==> config.mk <==
export PLATFORM = sky130hd
export DESIGN_NAME = icebreaker_ledctl_flat
export DESIGN_NICKNAME = d
export VERILOG_FILES = /design/src/rtl/icebreaker_ledctl_if.sv /design/src/rtl/icebreaker_ledctl.sv /design/src/flat_wrapper.sv
export SDC_FILE = /design/constraint.sdc
export NUM_CORES = 1
export LEC_CHECK = 0
export ABC_CLOCK_PERIOD_IN_PS = 3400
export CORE_MARGIN = 3
export CORE_UTILIZATION = 30
export CTS_CLUSTER_SIZE = 8
export DETAILED_ROUTE_END_ITERATION = 7
export PLACE_DENSITY = 0.44
export SYNTH_ARGS = -nofsm -noshare
export SYNTH_HDL_FRONTEND = slang
export SYNTH_SLANG_ARGS = --single-unit
export TNS_END_PERCENT = 20
==> constraint.sdc <==
create_clock -name clk -period 3.4 [get_ports clk]
set_clock_uncertainty 0.1 [all_clocks]
set_input_delay 0.51 -clock clk [delete_from_list [all_inputs] [get_ports clk]]
set_output_delay 0.51 -clock clk [all_outputs]
set_load 0.05 [all_outputs]
==> src/rtl/icebreaker_ledctl_if.sv <==
// Button/LED bundle for icebreaker_ledctl: raw buttons in, pattern, mode and step pulse out.
interface icebreaker_ledctl_if #(
    parameter int BITS = 5
);
    logic [3:0]      btn;
    logic [BITS-1:0] leds;
    logic [1:0]      led_mode;
    logic            tick;

    modport master (output btn, input leds, led_mode, tick);
    modport slave  (input btn, output leds, led_mode, tick);
endinterface

==> src/rtl/icebreaker_ledctl.sv <==
// LED pattern controller: debounced buttons select mode/run/direction of a stepped pattern.
// Define ICEBREAKER_LEDCTL_PWM_EN to add btn[3]-controlled PWM brightness gating.
module icebreaker_ledctl #(
    parameter int BITS      = 5,
    parameter int LOG2DELAY = 22,
    parameter int DEB_LOG2  = 16
) (
    input logic               clk,
    input logic               rst,
    icebreaker_ledctl_if.slave io
);
`ifdef ICEBREAKER_LEDCTL_PWM_EN
    localparam int NBTN = 4;
`else
    localparam int NBTN = 3;
`endif
    localparam int IW = $clog2(BITS);
    localparam logic [IW-1:0] IDX_MAX = IW'(BITS - 1);

    typedef enum logic [1:0] {
        MODE_GRAY   = 2'd0,
        MODE_BINARY = 2'd1,
        MODE_SCAN   = 2'd2,
        MODE_BLINK  = 2'd3
    } mode_t;

    mode_t mode_q, mode_d;

    logic [NBTN-1:0]     sync1, sync2, stable, press;
    logic [DEB_LOG2-1:0] deb_cnt [NBTN];

    logic [LOG2DELAY-1:0] pre;
    logic                 run, dir, bounce, tick_q, step;
    logic [BITS-1:0]      pos, pattern, gated, leds_q;
    logic [IW-1:0]        idx;

    always_ff @(posedge clk or posedge rst) begin
        if (rst) begin
            sync1  <= '0;
            sync2  <= '0;
            stable <= '0;
            press  <= '0;
            for (int unsigned i = 0; i < NBTN; i++) deb_cnt[i] <= '0;
        end else begin
            sync1 <= io.btn[NBTN-1:0];
            sync2 <= sync1;
            for (int unsigned i = 0; i < NBTN; i++) begin
                press[i] <= 1'b0;
                if (sync2[i] == stable[i]) begin
                    deb_cnt[i] <= '0;
                end else if (&deb_cnt[i]) begin
                    // Only a settled rising edge becomes a press; releases just update stable.
                    stable[i]  <= sync2[i];
                    deb_cnt[i] <= '0;
                    press[i]   <= sync2[i];
                end else begin
                    deb_cnt[i] <= deb_cnt[i] + 1'b1;
                end
            end
        end
    end

    assign step = run && (&pre);

    always_comb begin
        mode_d = mode_q;
        if (press[0]) begin
            case (mode_q)
                MODE_GRAY:   mode_d = MODE_BINARY;
                MODE_BINARY: mode_d = MODE_SCAN;
                MODE_SCAN:   mode_d = MODE_BLINK;
                default:     mode_d = MODE_GRAY;
            endcase
        end
    end

    always_comb begin
        pattern = '0;
        case (mode_q)
            MODE_GRAY:   pattern = pos ^ (pos >> 1);
            MODE_BINARY: pattern = pos;
            MODE_SCAN:   pattern[idx] = 1'b1;
            default:     pattern = {BITS{pos[0]}};
        endcase
    end

`ifdef ICEBREAKER_LEDCTL_PWM_EN
    logic [2:0] level, pwm_cnt;

    always_ff @(posedge clk or posedge rst) begin
        if (rst) begin
            level   <= 3'd7;
            pwm_cnt <= '0;
        end else begin
            pwm_cnt <= pwm_cnt + 1'b1;
            if (press[3]) level <= level + 1'b1;
        end
    end

    assign gated = (pwm_cnt <= level) ? pattern : '0;
`else
    assign gated = pattern;
`endif

    always_ff @(posedge clk or posedge rst) begin
        if (rst) begin
            mode_q <= MODE_GRAY;
            pre    <= '0;
            tick_q <= 1'b0;
            run    <= 1'b1;
            dir    <= 1'b0;
            bounce <= 1'b0;
            pos    <= '0;
            idx    <= '0;
            leds_q <= '0;
        end else begin
            mode_q <= mode_d;
            tick_q <= step;
            leds_q <= gated;
            if (run) pre <= pre + 1'b1;
            if (press[1]) run <= ~run;
            if (press[2]) dir <= ~dir;
            // step sees dir before any same-cycle toggle
            if (step) begin
                pos <= dir ? pos - 1'b1 : pos + 1'b1;
                if (!bounce) begin
                    if (idx == IDX_MAX) begin
                        idx    <= idx - 1'b1;
                        bounce <= 1'b1;
                    end else begin
                        idx <= idx + 1'b1;
                    end
                end else begin
                    if (idx == '0) begin
                        idx    <= idx + 1'b1;
                        bounce <= 1'b0;
                    end else begin
                        idx <= idx - 1'b1;
                    end
                end
            end
        end
    end

    assign io.leds     = leds_q;
    assign io.led_mode = mode_q;
    assign io.tick     = tick_q;
endmodule
==> src/flat_wrapper.sv <==
// flat-port wrapper written by rule: the top's interface ports become plain ports
module icebreaker_ledctl_flat 
#(
    parameter int BITS      = 5,
    parameter int LOG2DELAY = 22,
    parameter int DEB_LOG2  = 16
)
  (clk, rst, io_btn, io_leds, io_led_mode, io_tick);
  icebreaker_ledctl_if #(.BITS(BITS)) io_i ();
  input logic clk;
  input logic rst;
  input wire logic [$bits(io_i.btn)-1:0] io_btn;
  output wire logic [$bits(io_i.leds)-1:0] io_leds;
  output wire logic [$bits(io_i.led_mode)-1:0] io_led_mode;
  output wire logic [$bits(io_i.tick)-1:0] io_tick;
  assign io_i.btn = io_btn;
  assign io_leds = io_i.leds;
  assign io_led_mode = io_i.led_mode;
  assign io_tick = io_i.tick;
  icebreaker_ledctl #(.BITS(BITS), .LOG2DELAY(LOG2DELAY), .DEB_LOG2(DEB_LOG2)) u_core (.clk(clk), .rst(rst), .io(io_i));
endmodule
* Yosys cells after proc, flatten, opt, wreduce, memory -nomap -nowiden
Index checks and enable logic that the tools add are counted.
** Operators by class
- Add/sub/neg operators :: 8
- Order comparisons :: 2
- Reductions and logical operators :: 11
- Equal/unequal tests :: 6
- Multiplexer cells :: 23
- Bitwise logic cells :: 6
- Shifts and indexed selects :: 0
- Multiply operators :: 0
- Div/mod/pow operators :: 0
** Operators by type and width (count)
- 16-bit 2-to-1 mux :: 6
- 17-bit AND reduction :: 3
- 16-bit by 1-bit adder with 16-bit output, second input constant :: 3
- 16-bit AND reduction :: 3
- 22-bit by 1-bit adder with 22-bit output, second input constant :: 1
- 22-bit AND reduction :: 1
- 5-bit one-hot mux with 3 select lines :: 1
- 1-bit 2-to-1 mux :: 10
- 3-bit 2-to-1 mux :: 3
- 2-bit one-hot mux with 3 select lines :: 1
- 5-bit by 1-bit adder with 5-bit output, second input constant :: 1
- 5-bit 2-to-1 mux :: 1
- 1-bit NOT :: 5
- 5-bit by 1-bit subtractor with 5-bit output, second input constant :: 1
- 5-bit by 4-bit XOR with 5-bit output :: 1
- 3-bit by 4-bit < comparator with 1-bit output, second input constant :: 1
- 3-bit by 1-bit adder with 3-bit output, second input constant :: 1
- 1-bit demux with 3-bit select :: 1
- 1-bit == test :: 3
- 3-bit == test, second input constant :: 1
- 3-bit by 1-bit >= comparator with 1-bit output, second input constant :: 1
- 3-bit logical NOT :: 1
- 3-bit by 1-bit subtractor with 3-bit output, second input constant :: 1
- 2-bit by 1-bit == test with 1-bit output, second input constant :: 1
- 3 further kinds :: 4
** Storage, ports and cells
- Bits in writable memories :: 0
- Register bits :: 101
- Bits of input ports :: 6
- Output and inout bits :: 8
- Bits in read-only memories :: 0
- Memories kept :: 0
- Word-level logic and storage cells :: 74
- Latch bits :: 0

* Longest topological paths before layout
- Depth after elaboration :: 5
- Mapped depth :: 8
- Depth with buffers taken out :: 7

* Worst setup path before layout
Ideal clock, no wire load.
- Kind :: flip-flop to flip-flop
- From :: reg u_core.run
- To :: reg with a tool-made name
- Slack :: 1.432 ns
- Library setup time :: 0.125 ns
- Period minus slack after synthesis :: 1.968 ns
- Stages on the path, launching flop included :: 9
- Arrival time :: 1.743 ns
- Path buffers :: 3
- Data required time :: 3.175 ns
- Path through :: dfstp_2 buf_6 and4_4 and4bb_1 buf_6 and2_4 buf_6 nand2_4 mux2_4
** RTL lines
- start, declared :: RTL line icebreaker_ledctl.sv:33 : logic run, dir, bounce, tick_q, step;
- start signal, assigned :: RTL line icebreaker_ledctl.sv:121 : if (press[1]) run <= ~run;

* Final worst setup path
- From :: reg u_core.mode_q[1], in the netlist u_core.io.led_mode[1]
- To :: out io_led_mode[1]
** RTL lines
- start, declared :: RTL line icebreaker_ledctl.sv:27 : mode_t mode_q, mode_d;
- start signal, assigned :: RTL line icebreaker_ledctl.sv:117 : mode_q <= mode_d;
- end, declared :: RTL line flat_wrapper.sv:14 : output wire logic [$bits(io_i.led_mode)-1:0] io_led_mode;
No word-level cell between the ends.

==> results.py <==
metrics = {
    "run_status": {
        "outcome": "complete, no violations",
    },
    "placement": {
        "hpwl_mm": 5.31,
        "portBuffers": 12,
        "gp_congestion": 0.719,
    },
    "cts": {
        "numCtsBuffers": 9,
        "h-tree-depth": 3,
        "cts_buffer_depth": 2,
        "post_cts_buffers": 0,
        "cts-root-buf": "clkbuf_16",
        "cts_resized": 0,
        "clk_latency_ps": 350,
        "clk_pin_slew_ps": 70,
        "cts_tree": "done",
        "cts_hold_buf": 0,
        "cts_sinks": 101,
    },
    "critical_path": {
        "path_max_fanout": 4,
        "crit_type": "register to output port",
        "end_kind": "output port",
        "critPathBufInv": 1,
        "crit_path_top_delay_cell": "clkdlybuf4s50_1",
        "crit_required_ps": 2790,
        "cpLargestDelayFamily": "buffers and inverters",
        "reg2reg_from": "u_core.pre[0]",
        "cp-start-kind": "register",
        "cp_slowest_stage_delay_ps": 820,
        "r2r_cells": 6,
        "crit_chain": "clkdlybuf4s50_1",
        "cp.arrival_ps": 1570,
        "reg2reg_slack_ps": 1260,
    },
    "yosys": {
        "yosysSeqAreaShare": 0.535,
        "synthTopCellsByArea": "dfrtp_1 53%, xor2_1 7.4%, xnor2_1 6.7%",
        "synth_edf_count": 0,
        "synth_cells": 442,
        "synth_top_area_share": 0.530,
        "synth_xor_area_frac": 0.141,
        "synth_compound_area_frac": 0.0392,
        "syn-num-nets": 463,
        "synth_top_family_by_area": "simple AND/OR/NAND/NOR gates",
        "syn-cell-area_um2": 4720,
        "yosysTopAreaCell": "dfrtp_1",
        "synth-simple-area-share": 0.201,
        "ys_types": 41,
        "ys_warn_count": 0,
        "synth_seq_cells": 101,
        "avgSynthCellArea_um2": 10.7,
        "synthAdderAreaFrac": 0.0413,
        "ys.flop_type": "dfrtp_1",
        "synthMuxAreaShare": 0.0148,
        "async_flop_share": 1.00,
    },
    "floorplanning": {
        "die-height_um": 131,
        "io_pins": 14,
        "initial_utilization": 0.308,
        "core_um2": 15300,
        "die-area_um2": 17300,
        "die_w_um": 131,
        "num_rows": 45,
    },
    "drt": {
        "drc": 0,
        "drtAntennaViolNets": 0,
        "wl_mm": 7.97,
        "drt_iter0_markers": 136,
        "vias": 3002,
        "via_per_inst": 4.47,
        "dr.pass1.iters": 4,
        "wl_per_cell_um": 11.9,
    },
    "worst_hold_path": {
        "min_from": "u_core.sync1[1]",
        "hold_depth": 0,
        "whs_endpoint": "u_core.sync2[1]",
        "hold_class": "register to register",
    },
    "power": {
        "ir_drop_v": 0.000235,
        "total_power_uw": 2320,
        "power.density_nw_per_um2": 432,
        "leakage_uw": 0.00239,
    },
    "final_layout": {
        "drive_gt1_frac": 0.0672,
        "antennaDiodeCount": 0,
        "syn_to_final_growth_pct": 13.5,
        "fin_nets": 477,
        "nFillCells": 1565,
    },
    "timing": {
        "period_share": 0.641,
        "tightest_slew_ps": 816,
        "drv_slew": 0,
        "setup_viol": 0,
        "slew_headroom": 0.452,
        "hold_violations": 0,
        "final.setup.tns_ps": 0,
        "max_freq_mhz": 459,
        "fin_crit_ps": 2180,
        "rsz0062_at_grt": "no",
    },
    "global_route": {
        "overflow": 0,
        "grt_pass1_vias": 3093,
        "grtUsageTotal": 0.100,
        "antenna_found_initial": 0,
        "grt_pass1_wl_mm": 14.3,
        "grt_max_degree": 59,
    },
    "job": {
        "cap_violations": 0,
    },
}
registers in the layout (all words and copies together), names as in the netlist, named ones only:
| signal | count |
|---|---|
| u_core.io.tick | 1 |
| u_core.run | 1 |
| u_core.dir | 1 |
| u_core.pre | 22 |
| u_core.stable | 3 |
| u_core.io.led_mode | 2 |
| u_core.idx | 3 |
| u_core.press | 3 |
| u_core.io.leds | 5 |
| u_core.pos | 5 |
| u_core.sync2 | 3 |
| u_core.sync1 | 3 |
| u_core.deb_cnt | 48 |
cell usage in the layout (no fill, tap or decap), drive strengths merged, types with 13 or more instances in the layout:
master and count:
o21ai 13, xnor2 36, inv 15, nand3 33, nor2 61, ha 14
and3 13, and4 13, dfrtp 100, xor2 40, nand2 35, nand4 13
cells in the mapped netlist, types with 5 or more instances:
cell type and n:
ha_1 14, xnor2_1 36, inv_1 14, and3_1 12, o21ai_0 13, xor2_1 40
nand4_1 13, dfrtp_1 100, nand2_1 34, a31oi_1 5, a21oi_1 6, nor2_1 61
nand3_1 33, and4_1 12
where the power goes:
part           internal, uW  switching (uW)  leakage, uW
clock                   573             460     0.000138
combinational          18.1            41.4     0.000864
sequential             1210            10.1      0.00139
total                  1800             512      0.00239
through the flow:
step / cells / hold slack, ps / setup WS, ps / util / cell area [um^2]
after floorplan: 442 / 231 / 145 / - / 4720
after global placement: 656 / 233 / 1300 / 0.331 / 5060
after detailed placement: 656 / 236 / 1270 / 0.331 / 5060
after CTS: 672 / 253 / 1180 / 0.350 / 5360
after global routing: 672 / 269 / 1140 / 0.350 / 5360
final: 672 / 252 / 1220 / 0.350 / 5360
layout make-up:
class,count,area (um^2),area share
Clock inverter,7,75.1,0.0140
Inverter,14,55.1,0.0103
Multi-Input combinational cell,316,2070,0.385
Tap cell,211,264,0.0492
Timing Repair Buffer,14,148,0.0275
Clock buffer,9,225,0.0420
Sequential cell,101,2530,0.472
routing by layer:
metal  wire, um  vias to the layer above  track usage
met2       3640                       22        0.156
met4        110                        0       0.0333
met1       3940                     1458        0.128
li1           -                     1514            -
met5          0                        -            0
met3        279                        8       0.0398
worst max-delay path by stage:
| stage | start | end | slack, ps | depth (start not counted) |
|---|---|---|---|---|
| finish | u_core.io.led_mode[1] | io_led_mode[1] | 1220 | 1 |
| global route | u_core.io.led_mode[0] | io_led_mode[0] | 1140 | 1 |
| CTS | u_core.io.led_mode[1] | io_led_mode[1] | 1180 | 1 |
| detailed placement | u_core.pre[0] | register | 1270 | 6 |
| global placement | u_core.pre[0] | register | 1300 | 6 |
| floorplan | rst | asynchronous set/reset pin | 140 | 1 |
cells by family (layout without fill, tap and decap cells):
kind of cell             Yosys count  count (layout)
flip-flops                       101             101
AND/OR/NAND/NOR                  188             188
AO/OA/AOI/OAI                     31              31
adder cells (fa/ha/maj)           15              15
buffers and inverters             25              44
XOR/XNOR                          76              76
multiplexers                       6               6
Note: power is estimated with default switching activity, not from simulation.
